### config.mk
export PLATFORM = sky130hd
export DESIGN_NAME = program_run_ctrl
export DESIGN_NICKNAME = d
export VERILOG_FILES = /design/src/rtl/program_run_ctrl.sv
export SDC_FILE = /design/constraint.sdc
export NUM_CORES = 1
export LEC_CHECK = 0
export CORE_AREA = 2 2 65 82
export DETAILED_ROUTE_END_ITERATION = 10
export DIE_AREA = 0 0 67 84
export GPL_ROUTABILITY_DRIVEN = 0
export PLACE_DENSITY = 0.78
export SYNTH_ARGS = -nofsm -noshare
export SYNTH_HDL_FRONTEND = slang
export SYNTH_SLANG_ARGS = --single-unit
### constraint.sdc
create_clock -name clk -period 2.8 [get_ports clk]
set_input_delay 0.56 -clock clk [delete_from_list [all_inputs] [get_ports clk]]
set_output_delay 0.56 -clock clk [all_outputs]
set_load 0.01 [all_outputs]
### src/rtl/program_run_ctrl.sv
// Run sequencer for the 9-bit RISC core: start/init/run/done FSM, per-program halt PC, RUN cycle counter.
// Optional watchdog enabled by defining PRG_WATCHDOG_EN; default build has timeout tied low.
//
// state   | meaning
// --------+--------------------------------------------------------------
// IDLE    | waiting for a start edge after reset
// INIT    | init held high for INIT_CYC cycles, pc ignored
// RUN     | core executing, cycles counted, halt PC compared each cycle
// DONE    | program halted, done high, cycle_cnt frozen until next launch
module program_run_ctrl #(
    parameter int PC_W = 12,
    parameter int NUM_PROGS = 3,
    parameter int SEL_W = (NUM_PROGS > 1) ? $clog2(NUM_PROGS) : 1,
    parameter logic [NUM_PROGS*PC_W-1:0] HALT_ADDR = {12'd139, 12'd90, 12'd71},
    parameter int INIT_CYC = 2,
`ifdef PRG_WATCHDOG_EN
    parameter int WD_LIMIT = 4096,
`endif
    parameter int CYC_W = 32
) (
    input  logic             clk,
    input  logic             reset,
    input  logic             start,
    input  logic [SEL_W-1:0] prog_sel,
    input  logic [PC_W-1:0]  pc,
    output logic             init,
    output logic             busy,
    output logic             done,
    output logic             sel_err,
    output logic [CYC_W-1:0] cycle_cnt,
    output logic             timeout
);

    localparam logic [1:0] ST_IDLE = 2'd0;
    localparam logic [1:0] ST_INIT = 2'd1;
    localparam logic [1:0] ST_RUN  = 2'd2;
    localparam logic [1:0] ST_DONE = 2'd3;

    localparam int ICW = (INIT_CYC > 1) ? $clog2(INIT_CYC) : 1;
    localparam logic [ICW-1:0] INIT_LOAD = ICW'(INIT_CYC - 1);
    localparam logic [SEL_W:0] NUM_PROGS_W = (SEL_W + 1)'(NUM_PROGS);

    logic [1:0]       state_q, state_d;
    logic             start_q;
    logic [SEL_W-1:0] sel_q, sel_d;
    logic [ICW-1:0]   init_cnt_q, init_cnt_d;
    logic [CYC_W-1:0] cycle_cnt_q, cycle_cnt_d;
    logic             sel_err_q, sel_err_d;
    logic             start_edge;
    logic             sel_ok;
    logic             halt_hit;
    logic [PC_W-1:0]  halt_pc;

`ifdef PRG_WATCHDOG_EN
    localparam int WDW = $clog2(WD_LIMIT + 1);
    localparam logic [WDW-1:0] WD_LOAD = WDW'(WD_LIMIT - 1);
    logic [WDW-1:0] wd_cnt_q, wd_cnt_d;
    logic           timeout_q, timeout_d;
`endif

    // Entry i is the i-th field of HALT_ADDR reading left to right, so the
    // default table gives program 0 -> 139, program 1 -> 90, program 2 -> 71.
    always_comb begin
        halt_pc = '0;
        for (int i = 0; i < NUM_PROGS; i++) begin
            if (sel_q == SEL_W'(i)) begin
                halt_pc = HALT_ADDR[(NUM_PROGS-1-i)*PC_W +: PC_W];
            end
        end
    end

    always_comb begin
        start_edge  = start & ~start_q;
        sel_ok      = ({1'b0, prog_sel} < NUM_PROGS_W);
        halt_hit    = (pc == halt_pc);
        state_d     = state_q;
        sel_d       = sel_q;
        init_cnt_d  = init_cnt_q;
        cycle_cnt_d = cycle_cnt_q;
        sel_err_d   = 1'b0;
`ifdef PRG_WATCHDOG_EN
        wd_cnt_d    = wd_cnt_q;
        timeout_d   = timeout_q;
`endif
        case (state_q)
            ST_IDLE, ST_DONE: begin
                if (start_edge) begin
                    if (sel_ok) begin
                        state_d     = ST_INIT;
                        sel_d       = prog_sel;
                        init_cnt_d  = INIT_LOAD;
                        cycle_cnt_d = '0;
`ifdef PRG_WATCHDOG_EN
                        wd_cnt_d    = WD_LOAD;
                        timeout_d   = 1'b0;
`endif
                    end else begin
                        sel_err_d = 1'b1;
                    end
                end
            end
            ST_INIT: begin
                if (init_cnt_q == '0) begin
                    state_d = ST_RUN;
                end else begin
                    init_cnt_d = init_cnt_q - 1'b1;
                end
            end
            ST_RUN: begin
                if (cycle_cnt_q != '1) begin
                    cycle_cnt_d = cycle_cnt_q + 1'b1;
                end
                // Halt match takes priority over a watchdog expiring on the same cycle.
                if (halt_hit) begin
                    state_d = ST_DONE;
`ifdef PRG_WATCHDOG_EN
                end else if (wd_cnt_q == '0) begin
                    state_d   = ST_DONE;
                    timeout_d = 1'b1;
                end else begin
                    wd_cnt_d = wd_cnt_q - 1'b1;
`endif
                end
            end
            default: state_d = ST_IDLE;
        endcase
    end

    always_ff @(posedge clk or negedge reset) begin
        if (!reset) begin
            state_q     <= ST_IDLE;
            start_q     <= 1'b0;
            sel_q       <= '0;
            init_cnt_q  <= '0;
            cycle_cnt_q <= '0;
            sel_err_q   <= 1'b0;
`ifdef PRG_WATCHDOG_EN
            wd_cnt_q    <= '0;
            timeout_q   <= 1'b0;
`endif
        end else begin
            state_q     <= state_d;
            start_q     <= start;
            sel_q       <= sel_d;
            init_cnt_q  <= init_cnt_d;
            cycle_cnt_q <= cycle_cnt_d;
            sel_err_q   <= sel_err_d;
`ifdef PRG_WATCHDOG_EN
            wd_cnt_q    <= wd_cnt_d;
            timeout_q   <= timeout_d;
`endif
        end
    end

    assign init      = (state_q == ST_INIT);
    assign busy      = (state_q == ST_INIT) || (state_q == ST_RUN);
    assign done      = (state_q == ST_DONE);
    assign sel_err   = sel_err_q;
    assign cycle_cnt = cycle_cnt_q;
`ifdef PRG_WATCHDOG_EN
    assign timeout   = timeout_q;
`else
    assign timeout   = 1'b0;
`endif

endmodule

==> results of run 1 <==
[cells in the mapped netlist (all sizes together), types with 3 or more instances]
cell type / count
a21oi: 11
a31oi: 7
and2: 4
and4: 4
buf: 6
clkbuf: 7
dfrtp: 39
ha: 10
inv: 9
mux2i: 3
nand2: 19
nand3: 13
nand4: 9
nor2: 19
nor2b: 3
nor4: 5
o21ai: 30
o31ai: 19
o41ai: 5
or3: 6
or4: 6
xor2: 5
[routing by layer]
metal	vias to the layer above	wire [um]
met3	4	303
met2	71	3012
met5	-	0
met4	0	69
met1	1084	2499
li1	1097	-
[metrics by stage]
step / total power [mW] / hold slack [ns] / cell area [um^2] / utilization (%)
floorplan: 1.069 / 0.2644 / 2366 / -
finish: 1.641 / 0.3858 / 3025 / 61.31
global route: 1.748 / 0.4566 / 3025 / 61.31
global placement: 1.275 / 0.4990 / 2953 / 59.84
CTS: 1.647 / 0.4243 / 3025 / 61.31
detailed placement: 1.297 / 0.5046 / 2953 / 59.84
[power groups by stage]
stage	logic [mW]	clock network [mW]	registers [mW]
2_1_floorplan	0.410	0	0.659
3_3_place_gp	0.610	0	0.666
3_5_place_dp	0.630	0	0.667
4_1_cts	0.631	0.359	0.656
5_1_grt	0.702	0.383	0.663
6_report	0.631	0.355	0.656
[cells by family (layout without fill, tap and decap cells)]
family | Yosys count | in the layout | share of synthesized area [%]
adders and majority gates | 10 | 10 | 5.288
DFF | 39 | 39 | 41.25
other | 1 | 1 | 0.1585
and+or+nand+nor | 95 | 95 | 21.52
xor gates and xnor gates | 7 | 7 | 2.591
AOI/OAI and AO/OA | 85 | 85 | 23.22
muxes | 3 | 3 | 1.269
buffers and inverters | 23 | 77 | 4.706
[registers in the layout, summed over array words and instances (netlist names)]
| name | flops |
|---|---|
| cycle_cnt | 32 |
| init_cnt_q | 1 |
| sel_err | 1 |
| sel_q | 2 |
| start_q | 1 |
| state_q | 2 |
[cell usage in the layout (no fill, tap or decap), drive strengths merged, types with 7 or more instances in the layout]
cell type / Yosys / routed
o31ai: 19 / 19
nand4: 9 / 9
buf: 6 / 10
ha: 10 / 10
nor2: 19 / 19
nand3: 13 / 13
clkdlybuf4s50: 0 / 51
nand2: 19 / 19
a31oi: 7 / 7
o21ai: 30 / 30
dfrtp: 39 / 39
a21oi: 11 / 11
inv: 9 / 9
[final cells by class]
type	count	area share, %
flip-flops and latches	39	32.26
multi-input cells	201	42.27
repair buffers	61	19.27
well taps	62	2.564
inverters	10	1.241
clock buffers	6	2.399
[how the worst max path moves through the flow]
stage                      start             to  slack (ns)
floorplan           cycle_cnt[9]  cycle_cnt[28]        0.58
global placement           pc[9]     state_q[0]        0.24
detailed placement         start  cycle_cnt[13]        0.18
CTS                   state_q[0]  cycle_cnt[13]        0.42
global route          state_q[0]  cycle_cnt[12]        0.25
finish                state_q[0]  cycle_cnt[13]        0.42
==> impl_metrics.json, run 1 <==
{
  "cts_tree": "built",
  "grt_start_max_net_pins": 40,
  "start_kind": "flip-flop",
  "post-synth-top-area-cell": "sky130_fd_sc_hd__dfrtp_1",
  "total_leakage_power_nw": 1.181,
  "post-route-min-period_ns": 2.380,
  "synth-main-ff-cell": "sky130_fd_sc_hd__dfrtp_1",
  "skew_ns": 0.006780,
  "postCtsSetupBuffers": 0,
  "cp_data_arrival_time_ns": 2.54,
  "finalWirelength_um": 5884,
  "synth_fp_nets": 290,
  "hpwl_um": 4184,
  "synth_area_per_cell_um2": 8.996,
  "post-route-worst-setup-slack_ns": 0.4201,
  "num-nets-final": 345,
  "clock_power_share_pct": 21.6,
  "synth.yosys.warnings": 0,
  "initial_core_util_pct": 47.95,
  "ir_drop_mv": 0.3362,
  "worst_path_dominant_cell_family": "compound AO/OA/AOI/OAI gates",
  "power.net_switching_mw": 0.5868,
  "top_usage_layer": "met2",
  "final_layout_size_suffix_gt1_share_pct": 5.363,
  "r2r-start": "state_q[0]",
  "timing.critical_path.slowest_cell_delay_ns": 0.42,
  "fp.coreArea_um2": 4935,
  "ff_latch_area_um2": 975.9,
  "global_route.usage.met1_pct": 29.90,
  "cp_slowest_cell": "sky130_fd_sc_hd__dfrtp_1",
  "critical_path_class": "flip-flop to flip-flop",
  "async_flop_share_pct": 100.0,
  "multiInputGateArea_um2": 1279,
  "power_frac_seq_pct": 39.9,
  "finalMaxSlewViolations": 0,
  "timing.critical_path.buf_inv": 2,
  "grt_antenna_before_repair": 0,
  "cp_num_cells": 8,
  "switching_share_pct": 35.75,
  "required_ns": 2.96,
  "grt_overflow": 0,
  "globalRouteMet3Util_pct": 4.184,
  "first_pass_iters": 4,
  "flow.area_growth_from_synthesis_pct": 27.87,
  "non_filler_cells_final": 379,
  "detail_route.iter0.violations": 146,
  "portBuffers": 52,
  "track_usage_pct": 23.44,
  "setup.worst_path.end_class": "flip-flop",
  "die_w_um": 67,
  "clock_insertion_delay_at_the_later_pin_of_the_skew_report_ns": 0.29,
  "floorplan.die.height_um": 84,
  "cts_sinks": 39,
  "post_cts.resized_instances": 0,
  "clock_tree.root_cell": "sky130_fd_sc_hd__clkbuf_8",
  "synth_sequential_area_ratio_pct": 41.25,
  "synth_enable_flop_cells": 0,
  "grt_pass1_vias": 2181,
  "syn-cell-area_um2": 2366,
  "dp_cells": 373,
  "place_worst_setup_slack_ns": 0.1850,
  "i_o_pin_total": 54,
  "cap_viol_max_count": 0,
  "final_hold_violations": 0,
  "regToRegSetupSlack_ns": 0.42,
  "grt_first_pass_wirelength_um": 10290,
  "post_synth_main_area_contributors": "sky130_fd_sc_hd__dfrtp_1 41%, sky130_fd_sc_hd__o31ai_1 6.0%, sky130_fd_sc_hd__o21ai_0 5.5%, sky130_fd_sc_hd__ha_1 5.3%, sky130_fd_sc_hd__nand2_1 3.0%",
  "worst_r2r_path_depth": 8,
  "syn_inst": 263,
  "post_cts_hold_buffer_count": 0,
  "max_clock_freq_mhz": 420.2,
  "finalSetupViolations": 0,
  "fp.dieArea_um2": 5628,
  "use_met2_pct": 38.97,
  "standard_cell_row_count": 29,
  "p_int_mw": 1.054,
  "synth-seq-cells": 39,
  "fin_crit_sh_pct": 84.99,
  "dr_total_vias": 2256,
  "detail-route-antenna-nets": 0,
  "detail_route.vias_per_cell": 5.953,
  "cts_buffer_depth": 2,
  "num-fill-cells": 459,
  "power_density_nw_per_um2": 542.5,
  "worst-slew-pin-transition_ns": 0.8684,
  "drt_drc_violations_left": 0,
  "route.detailed.wl_per_inst_um": 15.53,
  "comb_power_share_pct": 38.4,
  "cts_htree_levels": 2,
  "finalSetupTns_ns": 0,
  "grt_setup_unrepaired": "false",
  "path_cells": "inv_1 > ha_1 > nor2b_1 > a31oi_1 > a41o_1 > or2_1 > buf_4 > o41ai_1",
  "min_path_type": "input pin to async pin",
  "r2r-end": "cycle_cnt[13]",
  "yosys.cell_types.count": 45,
  "worst_slew_margin_relative_to_its_limit_pct": 42.11,
  "path_clk_slew_ns": 0.08,
  "run_status": "finished clean",
  "yosys.area.top_type_share_pct": 41.25,
  "antennaDiodeCount": 0,
  "path_max_fanout": 17,
  "cts_buffers": 5
}
(Power assumes the default switching activity.)
==> run 2, diff against run 1 <==
==> constraint.sdc (replaced) <==
create_clock -name clk -period 2.28 [get_ports clk]
set_input_delay 0.456 -clock clk [delete_from_list [all_inputs] [get_ports clk]]
set_output_delay 0.456 -clock clk [all_outputs]
set_load 0.01 [all_outputs]
==> run 2 against run 1 <==
Against the previous run:
- fmax grew 9.5%
- highest routed layer unchanged
- setup slack lost 0.31 ns
- design area up 6.0%
- non-clock buffer count rose by 20
- first-iteration DRC count fell by 19%
- clock skew shrank 0.0012 ns
- via count up 4.2%
- routed wire length up 5.6%
- largest cell class unchanged
- sequential power is 22% higher
- clock power up 30%
- critical endpoint is now cycle_cnt[12]
- core utilization up 3.7 points
==> impl_metrics.json, run 2 (synthesis results as in run 1) <==
{
  "grt_setup_unrepaired": "false",
  "first_pass_iters": 4,
  "finalSetupViolations": 0,
  "dr_total_vias": 2350,
  "skew_ns": 0.005596,
  "detail_route.iter0.violations": 118,
  "cts_htree_levels": 2,
  "m1WireLength_um": 2639,
  "floorplan.die.height_um": 84,
  "final_area_um2": 3208,
  "antennaDiodeCount": 0,
  "run_status": "finished clean",
  "fin_crit_sh_pct": 95.35,
  "grt_start_max_net_pins": 27,
  "grt_first_pass_wirelength_um": 10490,
  "setup.worst_path.end_class": "flip-flop",
  "power_density_nw_per_um2": 655.2,
  "worst_path_dominant_cell_family": "simple AND/OR/NAND/NOR gates",
  "post-route-min-period_ns": 2.174,
  "fp.dieArea_um2": 5628,
  "worst-slew-pin-transition_ns": 0.5250,
  "routed-wl-met3_um": 307,
  "cts_buffers": 5,
  "final_hold_violations": 0,
  "standard_cell_row_count": 29,
  "grt_pass1_vias": 2248,
  "detail-route-antenna-nets": 0,
  "required_ns": 2.46,
  "cp_slowest_cell": "sky130_fd_sc_hd__dfrtp_1",
  "min_path_type": "input pin to async pin",
  "drt_drc_violations_left": 0,
  "grt_overflow": 0,
  "start_kind": "flip-flop",
  "num-fill-cells": 428,
  "timing.critical_path.slowest_cell_delay_ns": 0.43,
  "clock_insertion_delay_at_the_later_pin_of_the_skew_report_ns": 0.29,
  "cts_sinks": 39,
  "finalMaxSlewViolations": 0,
  "initial_core_util_pct": 47.95,
  "finalWirelength_um": 6215,
  "path_max_fanout": 17,
  "total_leakage_power_nw": 1.309,
  "path_clk_slew_ns": 0.08,
  "max_clock_freq_mhz": 460.0,
  "route.detailed.wl_per_inst_um": 15.50,
  "clock_tree.root_cell": "sky130_fd_sc_hd__clkbuf_8",
  "cts_buffer_depth": 2,
  "ff_latch_area_um2": 975.9,
  "ir_drop_mv": 0.4388,
  "path_cells": "ha_1 > and4_2 > nor2b_1 > a41o_1 > or2_4 > buf_12 > o41ai_1",
  "finalSetupTns_ns": 0,
  "final_layout_size_suffix_gt1_share_pct": 12.09,
  "largest_register_ffs": 32,
  "mostFrequentLayoutCells": "50 x sky130_fd_sc_hd__clkdlybuf4s50_1, 39 x sky130_fd_sc_hd__dfrtp_1, 27 x sky130_fd_sc_hd__buf_4, 26 x sky130_fd_sc_hd__o21ai_0",
  "track_usage_pct": 23.84,
  "portBuffers": 52,
  "cap_viol_max_count": 0,
  "num-nets-final": 365,
  "multiInputGateArea_um2": 1282,
  "most_common_cell_after_layout_fill_and_taps_aside": "sky130_fd_sc_hd__clkdlybuf4s50_1",
  "hpwl_um": 4526,
  "detail_route.vias_per_cell": 5.860,
  "timing.critical_path.buf_inv": 1,
  "fp.coreArea_um2": 4935,
  "route.met2.wl_um": 3190,
  "worst_slew_margin_relative_to_its_limit_pct": 64.68,
  "grt_antenna_before_repair": 0,
  "flow.area_growth_from_synthesis_pct": 35.59,
  "place_area_um2": 3100,
  "critical_path_class": "flip-flop to flip-flop",
  "cts_tree": "built",
  "top_signal_layer_used": "met4",
  "total_power_mw": 2.102,
  "die_w_um": 67,
  "i_o_pin_total": 54,
  "cp_data_arrival_time_ns": 2.35
}
-- run 2: report_power, final --
| part | internal, mW | switching, mW | leakage [nW] |
|---|---|---|---|
| clock network | 0.210 | 0.252 | 0.0477 |
| logic | 0.393 | 0.445 | 0.735 |
| registers | 0.743 | 0.0602 | 0.527 |
| total | 1.34 | 0.757 | 1.31 |
-- run 2: path summary, 6_finish.rpt --
kind                         startpoint       endpoint  slack, ns  cells after the start
max                        cycle_cnt[0]  cycle_cnt[12]       0.11                      7
min                               reset   cycle_cnt[1]       0.51                      2
max in group asynchronous         reset  cycle_cnt[27]       1.30                      3
min reg2reg                cycle_cnt[8]   cycle_cnt[8]       0.52                      1
min in group clk           cycle_cnt[8]   cycle_cnt[8]       0.52                      1
max reg2reg                cycle_cnt[0]  cycle_cnt[12]       0.11                      7
-- run 2: what timing repair did --
| item | 4_1_cts | 5_1_grt |
|---|---|---|
| hold endpoints to repair | 6 | 0 |
| gates resized for setup | 0 | 3 |
| hold buffers | 1 | 0 |
| endpoints found under the setup margin | 1 | 10 |
| setup buffers | 1 | 0 |
-- run 2: layer usage --
layer,up-vias,global-route usage [%]
li1,1140,-
met1,1120,30.45
met2,82,39.69
met3,8,4.723
met4,0,7.607
met5,-,0
-- run 2: metrics by stage --
step           hold slack (ns)  setup slack (ns)  utilization (%)  instances
2_1_floorplan           0.1604           0.06494                -        263
3_3_place_gp            0.3032           -0.1077            62.83        391
3_5_place_dp            0.3029           -0.1459            62.83        391
4_1_cts                 0.5180           0.03231            64.88        401
5_1_grt                 0.5075           0.02061            65.01        401
6_report                0.5124            0.1060            65.01        401
-- run 2: layout make-up --
| cell class | count | share of cell area [%] |
|---|---|---|
| multi-input cells | 201 | 39.98 |
| flip-flops and latches | 39 | 30.42 |
| repair buffers | 81 | 23.40 |
| well taps | 62 | 2.418 |
| clock buffers | 5 | 2.145 |
| inverters | 10 | 1.170 |
| clock inverters | 3 | 0.4680 |
-- run 2: worst reg2reg max path: stages, from the launching register on --
cell	delay (ns)
sky130_fd_sc_hd__dfrtp_1	0.43
sky130_fd_sc_hd__ha_1	0.27
sky130_fd_sc_hd__and4_2	0.23
sky130_fd_sc_hd__nor2b_1	0.17
sky130_fd_sc_hd__a41o_1	0.26
sky130_fd_sc_hd__or2_4	0.27
sky130_fd_sc_hd__buf_12	0.16
sky130_fd_sc_hd__o41ai_1	0.27
